**src/rtl/video_sched_pkg.sv**
```systemverilog
// ---------------------------------------------------------------------------
// video_sched_pkg
// Shared types and constants for the two-source video scheduler.
//   sched_state_t : scheduler FSM states
//   src_idx_t     : index of a video source (0 = core, 1 = alternate/menu)
//   vid_bus_t     : one pixel worth of video {rgb, hs, vs, hb, vb}
//   mux_mode_t    : output forcing mode of the registered source mux
// ---------------------------------------------------------------------------
package video_sched_pkg;

  localparam int MUTE_CNT_W = 4;

  typedef enum logic [1:0] {
    IDLE   = 2'd0,
    MUTE   = 2'd1,
    ACTIVE = 2'd2,
    DRAIN  = 2'd3
  } sched_state_t;

  typedef logic [0:0] src_idx_t;

  typedef struct packed {
    logic [23:0] rgb;
    logic        hs;
    logic        vs;
    logic        hb;
    logic        vb;
  } vid_bus_t;

  // BLANK: nothing owns the datapath, syncs low and fully blanked.
  // MUTE : selected source's syncs pass, picture forced black and blanked.
  // PASS : selected source passes unmodified.
  typedef enum logic [1:0] {
    MODE_BLANK = 2'd0,
    MODE_MUTE  = 2'd1,
    MODE_PASS  = 2'd2
  } mux_mode_t;

  localparam vid_bus_t VID_BLANK = '{rgb: 24'd0, hs: 1'b0, vs: 1'b0, hb: 1'b1, vb: 1'b1};

  function automatic logic [1:0] src_onehot(input src_idx_t s);
    return (s == 1'b1) ? 2'b10 : 2'b01;
  endfunction

endpackage

```
**src/rtl/video_src_mux.sv**
```systemverilog
// ---------------------------------------------------------------------------
// video_src_mux
// Registered two-way video mux with blank/mute forcing. One register stage,
// advancing only on ce.
//   clk, srst   : clock and synchronous active-high reset
//   ce          : pixel enable; register holds when low
//   sel         : source to route
//   mode        : BLANK / MUTE / PASS forcing applied to the routed source
//   src0, src1  : source video buses
//   out_bus     : registered output bus
// ---------------------------------------------------------------------------
module video_src_mux
  import video_sched_pkg::*;
(
  input  logic      clk,
  input  logic      srst,
  input  logic      ce,
  input  src_idx_t  sel,
  input  mux_mode_t mode,
  input  vid_bus_t  src0,
  input  vid_bus_t  src1,
  output vid_bus_t  out_bus
);

  vid_bus_t w_src;
  vid_bus_t w_forced;
  vid_bus_t r_out;

  assign w_src = (sel == 1'b1) ? src1 : src0;

  always_comb begin
    w_forced = VID_BLANK;
    case (mode)
      MODE_MUTE: begin
        // Keep the sink's sync PLL fed while the picture stays black.
        w_forced.hs = w_src.hs;
        w_forced.vs = w_src.vs;
      end
      MODE_PASS: w_forced = w_src;
      default:   w_forced = VID_BLANK;
    endcase
  end

  always_ff @(posedge clk) begin
    if (srst) begin
      r_out <= VID_BLANK;
    end else if (ce) begin
      r_out <= w_forced;
    end
  end

  assign out_bus = r_out;

endmodule

```
**src/rtl/video_src_scheduler.sv**
```systemverilog
// ---------------------------------------------------------------------------
// video_src_scheduler
// Shares one video_cleaner input between two requesters. Ownership changes
// only at a vertical-blank boundary of the outgoing source, and each newly
// granted source is muted for MUTE_FRAMES of its own frames.
//   MUTE_FRAMES          : frames of black after a grant (1..15)
//   clk_vid, reset       : video clock, synchronous active-high reset
//   ce_pix               : shared pixel enable; all non-reset state advances on it
//   req[1:0]             : per-source display request (source 0 has priority)
//   grant[1:0], busy     : one-hot owner (0 when idle), switch in progress
//   src0_*, src1_*       : source pixel data and active-high syncs/blanks
//   out_*                : registered video towards the cleaner
// ---------------------------------------------------------------------------
module video_src_scheduler
  import video_sched_pkg::*;
#(
  parameter int MUTE_FRAMES = 2
)
(
  input  logic        clk_vid,
  input  logic        reset,
  input  logic        ce_pix,
  input  logic [1:0]  req,
  output logic [1:0]  grant,
  output logic        busy,
  input  logic [23:0] src0_rgb,
  input  logic        src0_hs,
  input  logic        src0_vs,
  input  logic        src0_hb,
  input  logic        src0_vb,
  input  logic [23:0] src1_rgb,
  input  logic        src1_hs,
  input  logic        src1_vs,
  input  logic        src1_hb,
  input  logic        src1_vb,
  output logic [23:0] out_rgb,
  output logic        out_hs,
  output logic        out_vs,
  output logic        out_hb,
  output logic        out_vb
);

  localparam logic [MUTE_CNT_W-1:0] MUTE_LOAD = MUTE_CNT_W'(MUTE_FRAMES);
  localparam logic [MUTE_CNT_W-1:0] CNT_ONE   = MUTE_CNT_W'(1);

  sched_state_t            r_state, w_state_next;
  src_idx_t                r_sel, w_sel_next;
  logic [MUTE_CNT_W-1:0]   r_cnt, w_cnt_next;

  logic [1:0] w_vs, w_vb;
  logic [1:0] w_vs_rise, w_vb_rise;
  logic       w_win_valid;
  src_idx_t   w_win;
  logic       w_sw;
  mux_mode_t  w_mode;
  vid_bus_t   w_src0, w_src1, w_out;

  assign w_vs = {src1_vs, src0_vs};
  assign w_vb = {src1_vb, src0_vb};

  // Edge detectors run for both sources all the time, so the history of a
  // source is already valid the moment it becomes selected.
  for (genvar gi = 0; gi < 2; gi++) begin : g_edge
    logic r_vs_prev;
    logic r_vb_prev;

    always_ff @(posedge clk_vid) begin
      if (reset) begin
        r_vs_prev <= 1'b0;
        r_vb_prev <= 1'b0;
      end else if (ce_pix) begin
        r_vs_prev <= w_vs[gi];
        r_vb_prev <= w_vb[gi];
      end
    end

    assign w_vs_rise[gi] = w_vs[gi] & ~r_vs_prev;
    assign w_vb_rise[gi] = w_vb[gi] & ~r_vb_prev;
  end

  // Fixed priority: source 0 always wins when it asks.
  assign w_win_valid = |req;
  assign w_win       = req[0] ? 1'b0 : 1'b1;

  // Leave the current owner when it stops asking, or when source 1 owns the
  // display and the higher-priority source 0 asks.
  assign w_sw = !req[r_sel] || ((r_sel == 1'b1) && req[0]);

  always_comb begin
    w_state_next = r_state;
    w_sel_next   = r_sel;
    w_cnt_next   = r_cnt;
    case (r_state)
      IDLE: begin
        if (w_win_valid) begin
          w_state_next = MUTE;
          w_sel_next   = w_win;
          w_cnt_next   = MUTE_LOAD;
        end
      end
      MUTE: begin
        // Nothing visible yet, so a switch request needs no VBlank wait.
        if (w_sw) begin
          if (w_win_valid) begin
            w_state_next = MUTE;
            w_sel_next   = w_win;
            w_cnt_next   = MUTE_LOAD;
          end else begin
            w_state_next = IDLE;
            w_cnt_next   = '0;
          end
        end else if (w_vs_rise[r_sel]) begin
          if (r_cnt == CNT_ONE) begin
            w_state_next = ACTIVE;
          end
          if (r_cnt != '0) begin
            w_cnt_next = r_cnt - CNT_ONE;
          end
        end
      end
      ACTIVE: begin
        if (w_sw) begin
          w_state_next = DRAIN;
        end
      end
      DRAIN: begin
        // A withdrawn switch takes precedence over a coincident VBlank edge.
        if (!w_sw) begin
          w_state_next = ACTIVE;
        end else if (w_vb_rise[r_sel]) begin
          if (w_win_valid) begin
            w_state_next = MUTE;
            w_sel_next   = w_win;
            w_cnt_next   = MUTE_LOAD;
          end else begin
            w_state_next = IDLE;
            w_cnt_next   = '0;
          end
        end
      end
      default: begin
        w_state_next = IDLE;
        w_cnt_next   = '0;
      end
    endcase
  end

  // The pixel sampled on a transition edge already obeys the new state.
  always_comb begin
    w_mode = MODE_BLANK;
    case (w_state_next)
      IDLE:    w_mode = MODE_BLANK;
      MUTE:    w_mode = MODE_MUTE;
      default: w_mode = MODE_PASS;
    endcase
  end

  always_ff @(posedge clk_vid) begin
    if (reset) begin
      r_state <= IDLE;
      r_sel   <= 1'b0;
      r_cnt   <= '0;
    end else if (ce_pix) begin
      r_state <= w_state_next;
      r_sel   <= w_sel_next;
      r_cnt   <= w_cnt_next;
    end
  end

  assign w_src0 = {src0_rgb, src0_hs, src0_vs, src0_hb, src0_vb};
  assign w_src1 = {src1_rgb, src1_hs, src1_vs, src1_hb, src1_vb};

  video_src_mux u_mux (
    .clk     (clk_vid),
    .srst    (reset),
    .ce      (ce_pix),
    .sel     (w_sel_next),
    .mode    (w_mode),
    .src0    (w_src0),
    .src1    (w_src1),
    .out_bus (w_out)
  );

  assign out_rgb = w_out.rgb;
  assign out_hs  = w_out.hs;
  assign out_vs  = w_out.vs;
  assign out_hb  = w_out.hb;
  assign out_vb  = w_out.vb;

  assign grant = (r_state == IDLE) ? 2'b00 : src_onehot(r_sel);
  assign busy  = (r_state == MUTE) || (r_state == DRAIN);

endmodule

```
**config.mk**
```make
export PLATFORM = sky130hd
export DESIGN_NAME = video_src_scheduler
export DESIGN_NICKNAME = d
export VERILOG_FILES = /design/src/rtl/video_sched_pkg.sv /design/src/rtl/video_src_mux.sv /design/src/rtl/video_src_scheduler.sv
export SDC_FILE = /design/constraint.sdc
export NUM_CORES = 1
export LEC_CHECK = 0
export ABC_CLOCK_PERIOD_IN_PS = 2020
export BUFFER_PORTS_ARGS = -buffer_cell sky130_fd_sc_hd__buf_4
export CAP_MARGIN = 20
export CORE_ASPECT_RATIO = 1.2
export CORE_MARGIN = 2
export CORE_UTILIZATION = 40
export DETAILED_ROUTE_END_ITERATION = 8
export PLACE_DENSITY = 0.74
export SLEW_MARGIN = 20
export SYNTH_ARGS = -nofsm -noshare
export SYNTH_HDL_FRONTEND = slang
export SYNTH_SLANG_ARGS = --single-unit
```
**constraint.sdc**
```tcl
create_clock -name clk_vid -period 2.02 [get_ports clk_vid]
set_clock_uncertainty 0.15 [all_clocks]
set_input_delay 0.101 -clock clk_vid [delete_from_list [all_inputs] [get_ports clk_vid]]
set_output_delay 0.101 -clock clk_vid [all_outputs]
set_load 0.01 [all_outputs]
```
==> run summary, run 1 <==
die area - 0.00537 sq mm
CTS Root Buffer Type - clkbuf_8
ys async rst share - 0%
hpwl dp - 3890 microns
Syn Inst Count - 213
Pleak - 1.72 nW
initial antenna violation count - 0
Seq pwr share - 39.8%
post-synthesis sequential area ratio - 40.7%
Critical Path RT - 2.08 ns
Initial Util - 41.7%
Synth Warn # - 0
Iter 0 DRT Violations - 168
GPL Wtd Cong - 0.807
Power, Total - 0.00200 W
Critical Path Source - r_cnt[1]$_SDFFE_PP0P_
Setup CP Type - flip-flop to flip-flop
clk sinks - 39
Power Dens Cells - 555 mW/mm^2
vias in the first global route - 2182
commonest non-fill, non-tap cells in the layout - buf_4, dlygate4sd3_1, dfxtp_1, mux2i_1, nand2_1
stages on the worst setup path - 8
max cap viols - 0
Layout Cell Area excl Fill - 0.00361 sq mm
WL/cell - 17.2 microns
multi-input combinational cell area - 0.00114 sq mm
commonest register cell after synthesis - dfxtp_1
EDFF count, synth - 0
Max transition margin - 66.2%
final-layout fill cell count - 271
unrepaired setup endpoints after global routing - yes
post-synthesis cell type count - 43
run status - complete, but fails checks
ant diodes - 0
register-to-register setup slack - -0.12 ns
drt total wl - 7450 microns
min-delay src - ce_pix
Clock Path Buffers - 2
Die Span X - 67.2 microns
final hold vios - 0
CTS tree - done
Reg area - 785 sq um
switching power - 0.000469 W
RR Startpoint - r_cnt[1]$_SDFFE_PP0P_
Pre-antenna DRT Iters - 4
CP top delay family - compound AO/OA/AOI/OAI gates
Hold Path End - r_state[0]$_SDFFE_PP0P_
worst slew pin tran - 0.502 ns
area leader, netlist - dfxtp_1
Crit path largest cell delay - 0.37 ns
Setup crit end kind - flip-flop
Area growth, synth to finish - 88.1%
CTS H-tree lvls - 2
post-synth top area share - 40.7%
GRT Total Usage - 25.5%
r2r worst-path depth - 8
hold crit path type - input pin to flip-flop
Pint - 0.00153 W
proportion of layout cells with a drive suffix above 1 - 40.0%
CTS buffer count - 5
Avg Cell Area, Syn - 9.01 sq um
pre-CTS setup slack - -0.145 ns
Ports - 92
Worst Setup Start Kind - flip-flop
Placed Area - 0.00276 sq mm
Worst path slowest cell - or3b_4
Slew Viols, Final - 0
Logic pwr share - 21.7%
Skew-Pair Late Insertion Delay - 0.30 ns
Worst Setup Slack, final - -0.117 ns
Fmax achieved - 468 MHz
remaining antenna violation count - 0
final setup violation count - 28
FP Rows - 27
Area contributors post-synth - dfxtp_1, mux2i_1, nand2_1
clock network power share - 38.5%
min Tclk post-route - 2.14 ns
CORE AREA - 0.00459 sq mm
Reg clk slew, reported paths - 0.08 ns
largest net degree at the start of global routing - 25
failing checks - setup timing
reg2reg end - u_mux.out_bus[17]$_SDFFE_PP0P_
first-pass GRT wire length - 10400 microns
hold path depth - 2
GRT overflow - 0
Net Sw Frac - 23.4%
synthesized flop and latch total - 39
crit share post-route - 106%
fin nets - 437
crit-path cells - inv_2 > ha_4 > or3b_4 > a221o_1 > a22oi_2 > nand2b_4 > buf_16 > o21ai_1
Post-Synthesis Net Count - 276
Via Count - 2348
Die Ht - 79.9 microns
crit path buf inv count - 2
Vias/cell - 5.42
crit path max fanout - 12
# port buffers - 91
Syn Std Cell Area - 0.00192 sq mm
Critical Path AT - 2.20 ns
Remaining DRCs - 0
commonest non-fill, non-tap cell in the layout - buf_4
maximum vdd drop - 0.000534 V
## state kept, by name, summed over array words and instances (netlist names)
signal            cells
r_sel                 1
u_mux.out_bus        28
g_edge.r_vs_prev      2
r_cnt                 4
g_edge.r_vb_prev      2
r_state               2
## timing repair
item | in CTS | in global routing
setup endpoints to repair | 30 | 31
pin swaps | 5 | 2
cloned | 1 | 0
endpoints found under the hold margin | 35 | 0
hold buffers | 56 | 0
setup buffers | 3 | 1
resized for setup | 15 | 15
## per-stage QoR
step | instances | TNS [ns] | util (%) | hold WS, ns
6_report | 433 | -0.989 | 78.5 | 0.0117
5_1_grt | 433 | -2.60 | 78.5 | 0.0223
4_1_cts | 432 | -0.0227 | 77.1 | 0.00481
3_5_place_dp | 364 | -2.27 | 60.0 | 0.221
3_3_place_gp | 364 | -0.731 | 60.0 | 0.212
2_1_floorplan | 213 | 0 | - | 0.0978
## cells by family after synthesis
logic type      share of synthesized area (%)
xor+xnor                                0.457
buf+inv                                  5.02
compound gates                           17.8
simple gates                             16.6
flops                                    40.7
fa+ha+maj                                1.30
mux                                      18.1
## worst max-delay path by stage
stage,end,slack [ns]
after floorplan,u_mux.out_bus[10]$_SDFFE_PP0P_,0.0008
after global placement,u_mux.out_bus[5]$_SDFFE_PP0P_,-0.05
after detailed placement,u_mux.out_bus[6]$_SDFFE_PP0P_,-0.14
after CTS,u_mux.out_bus[1]$_SDFFE_PP1P_,-0.01
after global routing,u_mux.out_bus[17]$_SDFFE_PP0P_,-0.17
final,u_mux.out_bus[17]$_SDFFE_PP0P_,-0.12
## cells in the mapped netlist (3+ instances only)
cell	instances
nand3b_1	4
mux2i_1	31
dfxtp_1	39
inv_1	4
a21oi_1	5
nor2_1	16
nand4_1	3
o31ai_1	3
a221o_1	3
nand2_1	28
nand2b_1	3
o21ai_1	20
o21ai_0	6
clkbuf_1	9
## power by group through the flow
stage               Sequential, W  Combinational [W]  Clock (W)
floorplan                0.000809           0.000160          0
global placement         0.000812           0.000305          0
detailed placement       0.000812           0.000311          0
CTS                      0.000795           0.000407   0.000771
global route             0.000798           0.000462   0.000804
finish                   0.000796           0.000435   0.000771
## final cells by class
class,count,area share (%)
timing repair buffer,169,40.5
multi-input combinational,155,31.6
sequential,39,21.7
clock buffer,6,2.01
tap,58,2.01
clock inverter,2,1.66
inverter,4,0.416
## routing by layer
metal	track usage [%]	vias up	part of all wire [%]
met4	10.4	0	4.8
met3	5.78	38	6.5
li1	-	1090	-
met5	0	-	0
met2	46.3	119	50
met1	27.8	1101	38
No activity file was read; power rests on OpenSTA's default activity.
==> run 2: changes to the inputs <==
Settings changed: ABC_AREA set to 1, CORE_MARGIN 2 to unset, PLACE_DENSITY 0.74 to 0.71.
==> run 2 against run 1 <==
  * The run now ends clean
  * Die area increased by 19%
  * Synthesized area increased by 27%
  * Total power increased by 0.12%
  * Non-clock buffer count decreased by 49
  * Final cell count increased by 21%
  * Flip-flop and latch count unchanged
  * Global-route usage decreased by 3.8 points
  * Synthesized cell count increased by 58%
  * First-iteration DRC count decreased by 52%
  * Critical path type unchanged
  * Highest routed layer unchanged
==> run summary, run 2 <==
WL/cell - 12.3 microns (-29%)
Iter 0 DRT Violations - 80 (-52%)
final hold vios - 0 (unchanged)
EDFF count, synth - 0 (unchanged)
Worst Setup Slack, final - 0.148 ns (+0.265 ns)
Worst path slowest cell - dfxtp_1
Area growth, synth to finish - 41.3%
Pre-antenna DRT Iters - 5 (+1)
final setup violation count - 0 (-100%)
Syn Std Cell Area - 0.00243 sq mm (+27%)
Slew Viols, Final - 0 (unchanged)
# port buffers - 91 (unchanged)
hpwl dp - 4590 microns (+18%)
reg2reg end - u_mux.out_bus[14]$_SDFFE_PP0P_
synth cell count leaders - nand2_1, dfxtp_1, nand3_1
Vias/cell - 4.79 (-12%)
CP top delay family - simple AND/OR/NAND/NOR gates
Sum Neg Setup Slack - 0 ns (+0.989 ns)
Critical Path AT - 1.96 ns (-0.24 ns)
register-to-register setup slack - 0.15 ns (+0.27 ns)
Max transition margin - 77.5% (+11 points)
Fmax achieved - 534 MHz (+14%)
min Tclk post-route - 1.87 ns (-0.265 ns)
initial antenna violation count - 0 (unchanged)
Finished Layout Cells - 523 (+21%)
CORE AREA - 0.00578 sq mm (+26%)
area leader, netlist - dfxtp_1
Clock Path Buffers - 2 (unchanged)
Setup crit end kind - flip-flop
RR Startpoint - r_sel$_SDFFE_PP0P_
Syn Inst Count - 336 (+58%)
Power Dens Cells - 582 mW/mm^2 (+5.0%)
Critical Path Source - r_sel$_SDFFE_PP0P_
Synth Warn # - 0 (unchanged)
commonest register cell after synthesis - dfxtp_1
largest net degree at the start of global routing - 25 (unchanged)
remaining antenna violation count - 0 (unchanged)
CTS tree - done
CP endpoint - u_mux.out_bus[14]$_SDFFE_PP0P_
maximum vdd drop - 0.000325 V (-39%)
drt total wl - 6430 microns (-14%)
proportion of layout cells with a drive suffix above 1 - 38.6% (-1.4 points)
crit-path cells - buf_4 > nand3_1 > nand2_1 > inv_2 > nand3_1 > nand2_1 > nand2_2 > nand2_4 > inv_4 > nand2_1 > a21oi_2
die area - 0.00640 sq mm (+19%)
Setup CP Type - flip-flop to flip-flop
hold crit path type - input pin to flip-flop
Initial Util - 42.1% (+0.37 points)
Die Span X - 73.2 microns (+8.9%)
Via Count - 2505 (+6.7%)
Worst Setup Start Kind - flip-flop
commonest non-fill, non-tap cell in the layout - nand2_1
unrepaired setup endpoints after global routing - no
crit path max fanout - 24 (+12)
first-pass GRT wire length - 10700 microns (+3.5%)
GPL Wtd Cong - 0.901 (+12%)
Reg clk slew, reported paths - 0.08 ns (about the same)
max cap viols - 0 (unchanged)
r2r worst-path depth - 11 (+3)
CTS Root Buffer Type - clkbuf_8
vias in the first global route - 2497 (+14%)
crit path buf inv count - 3 (+1)
CTS H-tree lvls - 2 (unchanged)
Post-Synthesis Net Count - 399 (+45%)
post-synthesis cell type count - 28 (-35%)
Skew-Pair Late Insertion Delay - 0.30 ns (about the same)
synthesized flop and latch total - 39 (unchanged)
run status - finished, final reports clean
clk sinks - 39 (unchanged)
CTS buffer count - 5 (unchanged)
fin nets - 505 (+16%)
stages on the worst setup path - 11 (+3)
GRT overflow - 0 (unchanged)
post-CTS resize count - 0 (-15)
ant diodes - 0 (unchanged)
commonest non-fill, non-tap cells in the layout - nand2_1, buf_4, dfxtp_1, nand3_1, nand3_2
Remaining DRCs - 0 (unchanged)
GRT Total Usage - 21.7% (-3.8 points)
Crit path largest cell delay - 0.45 ns (+0.08 ns)
count leader, synth - nand2_1
final-layout fill cell count - 553 (+100%)
number of flip-flops in the largest register - 28 (unchanged)
Avg Cell Area, Syn - 7.25 sq um (-20%)
Critical Path RT - 2.11 ns (+0.03 ns)
hold_ws - 0.00620 ns (-0.00548 ns)
worst slew pin tran - 0.337 ns (-0.165 ns)
Pleak - 1.59 nW (-7.7%)
FP Rows - 30 (+11%)
pre-CTS setup slack - 0.192 ns (+0.337 ns)
crit share post-route - 92.7% (-13 points)
ys async rst share - 0% (unchanged)
Area contributors post-synth - dfxtp_1, nand2_1, nand3_2
Crit path top cell by count - nand2_1
placed insts - 495 (+36%)
Ports - 92 (unchanged)
post-synthesis sequential area ratio - 32.1% (-8.6 points)
post-synth top area share - 32.1% (-8.6 points)
Die Ht - 87.5 microns (+9.5%)
## run 2: cell count changes in the layout (fill, tap and decap cells not counted), sizes merged, moves of 4 or more
cell         change
nand2          +113
a21oi           +28
nand3           +44
dlygate4sd3     -36
nand2b           -4
buf             -13
o21ai           -15
mux2i           -31
inv             +16
## run 2: stage by stage
step	area [sq um]	util [%]	total power, W
floorplan	2430	-	0.00106
global placement	3100	53.7	0.00119
detailed placement	3100	53.7	0.00120
CTS	3440	59.5	0.00202
global route	3440	59.5	0.00210
finish	3440	59.5	0.00200
## run 2: worst min-delay path by stage
stage / startpoint / to / slack, ns / cells after the start
2_1_floorplan: src0_vb / g_edge[0].r_vb_prev$_SDFFE_PP0P_ / 0.09 / 2
3_3_place_gp: src0_vs / g_edge[0].r_vs_prev$_SDFFE_PP0P_ / 0.21 / 3
3_5_place_dp: src0_vs / g_edge[0].r_vs_prev$_SDFFE_PP0P_ / 0.21 / 3
4_1_cts: src0_rgb[14] / u_mux.out_bus[18]$_SDFFE_PP0P_ / 0.00007 / 5
5_1_grt: src1_rgb[4] / u_mux.out_bus[8]$_SDFFE_PP0P_ / 0.005 / 5
6_report: src0_rgb[19] / u_mux.out_bus[23]$_SDFFE_PP0P_ / 0.006 / 5
## run 2: report_power, final
part / leakage, nW / internal, W / total, W / switching [W]
Clock: 0.0644 / 0.000493 / 0.000789 / 0.000297
Sequential: 0.317 / 0.000787 / 0.000803 / 0.0000157
Combinational: 1.20 / 0.000199 / 0.000412 / 0.000213
Total: 1.59 / 0.00148 / 0.00200 / 0.000525
## run 2: worst register-to-register path: cells and delay by family (launching register included)
| family | cells | cell delay [ns] |
|---|---|---|
| AOI/OAI and AO/OA | 1 | 0.12 |
| DFF | 1 | 0.45 |
| and+or+nand+nor | 7 | 0.63 |
| buffers and inverters | 3 | 0.45 |
## run 2: cells by family after synthesis
family	count (synthesis)	synth area share, %
flip-flops	39	32.1
AND/OR/NAND/NOR	208	42.7
AO/OA/AOI/OAI	45	12.8
buffers and inverters	42	11.4
adder cells (fa/ha/maj)	2	1.03
## run 2: layout make-up
type / instances / area (sq um) / share of cell area (%)
flip-flops and latches: 39 / 781 / 22.7
inverters: 21 / 83.8 / 2.44
well taps: 80 / 100 / 2.91
clock inverters: 3 / 67.6 / 1.96
repair buffers: 120 / 963 / 28.0
clock buffers: 5 / 68.8 / 2.00
multi-input cells: 255 / 1380 / 40.0
## run 2: repair_timing
item | in CTS | in global routing
endpoints found under the hold margin | 23 | 0
setup buffers | 0 | 0
endpoints found under the setup margin | 0 | 0
hold buffers | 20 | 0
## run 2: layer usage
metal | part of all wire (%) | vias up | global-route usage [%]
li1 | - | 1280 | -
met1 | 40 | 1144 | 23.6
met2 | 52 | 72 | 39.5
met3 | 6.7 | 9 | 6.83
met4 | 1.3 | 0 | 6.60
met5 | 0 | - | 0
==> run 3: changes to the inputs <==
--- a/config.mk
+++ b/config.mk
@@ -8,8 +8,9 @@
 export ABC_AREA = 1
 export ABC_CLOCK_PERIOD_IN_PS = 2020
-export BUFFER_PORTS_ARGS = -buffer_cell sky130_fd_sc_hd__buf_4
+export BUFFER_PORTS_ARGS = -buffer_cell sky130_fd_sc_hd__buf_2
 export CAP_MARGIN = 20
 export CORE_ASPECT_RATIO = 1.2
 export CORE_UTILIZATION = 40
+export CTS_BUF_LIST = sky130_fd_sc_hd__clkbuf_4
 export DETAILED_ROUTE_END_ITERATION = 8
 export PLACE_DENSITY = 0.71
==> constraint.sdc (replaced) <==
create_clock -name clk_vid -period 2.02 [get_ports clk_vid]
set_clock_uncertainty 0.15 [all_clocks]
set_input_delay 0.404 -clock clk_vid [delete_from_list [all_inputs] [get_ports clk_vid]]
set_output_delay 0.404 -clock clk_vid [all_outputs]
set_load 0.01 [all_outputs]
==> run 3 against run 2 <==
  * Via count decreased by 4.2%
  * Worst setup slack worse by 0.058 ns
  * Final area down 13%
  * Clock power decreased by 15%
  * Non-clock buffer count shrank 20
  * Flip-flop and latch count stayed put
  * Critical path depth shrank 8
  * Combinational power decreased by 17%
  * Largest power group unchanged
==> run summary, run 3 (synthesis gave the netlist of run 2 again) <==
CTS buffer count - 5 (unchanged)
Setup CP Type - flip-flop to primary output
Skew-Pair Late Insertion Delay - 0.36 ns (+0.06 ns)
commonest non-fill, non-tap cells in the layout - nand2_1, buf_2, dfxtp_1, nand3_1, nand3_2
die area - 0.00640 sq mm (unchanged)
vias in the first global route - 2364 (-5.3%)
CTS Root Buffer Type - clkbuf_4
CP top delay family - flip-flops
FP Rows - 30 (unchanged)
Critical Path AT - 1.38 ns (-0.58 ns)
worst slew pin tran - 0.403 ns (+0.0658 ns)
ant diodes - 0 (unchanged)
remaining antenna violation count - 0 (unchanged)
max cap viols - 0 (unchanged)
clk sinks - 39 (unchanged)
met1 Usage GRT - 22.2% (-1.4 points)
Crit path largest cell delay - 0.55 ns (+0.10 ns)
min-delay src - src0_vs
Power, Total - 0.00181 W (-9.5%)
Initial Util - 42.1% (unchanged)
GRT overflow - 0 (unchanged)
crit share post-route - 95.5% (+2.9 points)
stages on the worst setup path - 3 (-8)
Critical Path RT - 1.47 ns (-0.64 ns)
Sum Neg Setup Slack - 0 ns (unchanged)
Iter 0 DRT Violations - 71 (-11%)
Remaining DRCs - 0 (unchanged)
Via Count - 2401 (-4.2%)
Worst Setup Slack, final - 0.0908 ns (-0.0576 ns)
Power Dens Cells - 608 mW/mm^2 (+4.4%)
crit-path cells - nor2_1 > nor2_1 > buf_2
Slew Viols, Final - 0 (unchanged)
Fmax achieved - 518 MHz (-3.0%)
first-pass GRT wire length - 10100 microns (-6.0%)
run status - finished, final reports clean
crit path buf inv count - 1 (-2)
grt met2 use - 36.5% (-2.9 points)
Reg clk slew, reported paths - 0.13 ns (+0.05 ns)
proportion of layout cells with a drive suffix above 1 - 40.7% (+2.1 points)
crit path max fanout - 8 (-67%)
fin nets - 485 (-4.0%)
unrepaired setup endpoints after global routing - no
CTS tree - done
Clock Path Buffers - 2 (unchanged)
hold crit path type - input pin to flip-flop
WL/cell - 11.9 microns (-3.4%)
Worst path slowest cell - dfxtp_1
Ports - 92 (unchanged)
Area growth, synth to finish - 22.5%
hpwl dp - 4500 microns (-1.9%)
CTS H-tree lvls - 2 (unchanged)
drt total wl - 5980 microns (-7.1%)
commonest non-fill, non-tap cell in the layout - nand2_1
Worst Setup Start Kind - flip-flop
Die Span X - 73.2 microns (unchanged)
CORE AREA - 0.00578 sq mm (unchanged)
Crit path top cell by count - nor2_1
Hold Path End - g_edge[0].r_vs_prev$_SDFFE_PP0P_
register-to-register setup slack - 0.16 ns (about the same)
r2r worst-path depth - 10 (-1)
Post-CTS Hold Buffers - 0 (-100%)
Max transition margin - 73.1% (-4.4 points)
GRT Total Usage - 20.3% (-1.4 points)
number of flip-flops in the largest register - 28 (unchanged)
hold path depth - 3 (-2)
Post-CTS Setup Inserts - 0 (unchanged)
# port buffers - 91 (unchanged)
GR Util met3 - 4.75% (-2.1 points)
final-layout fill cell count - 578 (+4.5%)
GPL Wtd Cong - 0.905 (+0.53%)
final setup violation count - 0 (unchanged)
Setup crit end kind - primary output
maximum vdd drop - 0.000377 V (+16%)
Pleak - 1.44 nW (-9.5%)
largest net degree at the start of global routing - 29 (+16%)
reg2reg end - u_mux.out_bus[19]$_SDFFE_PP0P_
RR Startpoint - r_cnt[1]$_SDFFE_PP0P_
final hold vios - 0 (unchanged)
pre-CTS setup slack - 0.192 ns (+0.000135 ns)
Vias/cell - 4.77 (-0.34%)
busiest grt layer - met2
Pre-antenna DRT Iters - 4 (-1)
min Tclk post-route - 1.93 ns (+0.0576 ns)
initial antenna violation count - 0 (unchanged)
post-CTS resize count - 0 (unchanged)
Die Ht - 87.5 microns (unchanged)
[run 3: worst max path at each step]
stage,to,from,slack (ns)
finish,grant[1],r_state[1]$_SDFFE_PP0P_,0.09
global route,grant[0],r_state[1]$_SDFFE_PP0P_,0.005
CTS,grant[1],r_sel$_SDFFE_PP0P_,0.07
detailed placement,u_mux.out_bus[19]$_SDFFE_PP0P_,r_sel$_SDFFE_PP0P_,0.19
global placement,u_mux.out_bus[8]$_SDFFE_PP0P_,req[1],0.21
floorplan,u_mux.out_bus[17]$_SDFFE_PP0P_,r_sel$_SDFFE_PP0P_,0.41
[run 3: worst min-delay path, delay by kind of cell]
family	cells	cell delay, ns
simple gates	2	0.14
buf+inv	1	0.11
[run 3: per-stage QoR]
stage	instance area (sq um)	instances	util, %	hold slack [ns]
after floorplan	2430	336	-	0.284
after global placement	2880	495	49.8	0.296
after detailed placement	2880	495	49.8	0.297
after CTS	2980	503	51.6	0.163
after global routing	2980	503	51.6	0.170
final	2980	503	51.6	0.176
[run 3: final cells by class]
type	instances	area (sq um)	area share, %
tap	80	100	3.36
clock inverter	3	67.6	2.27
inverter	21	83.8	2.81
clock buffer	5	37.5	1.26
timing repair buffer	100	536	18.0
sequential	39	782	26.2
multi-input combinational	255	1380	46.1
[run 3: per-layer routing]
metal	wire length, microns	share of wire [%]
met3	316	5.3
met1	2530	42
met4	128	2.1
met5	0	0
met2	3000	50
[run 3: power breakdown]
part / total [W] / switching (W) / internal (W)
logic: 0.000342 / 0.000205 / 0.000138
registers: 0.000803 / 0.0000146 / 0.000789
clock network: 0.000668 / 0.000283 / 0.000385
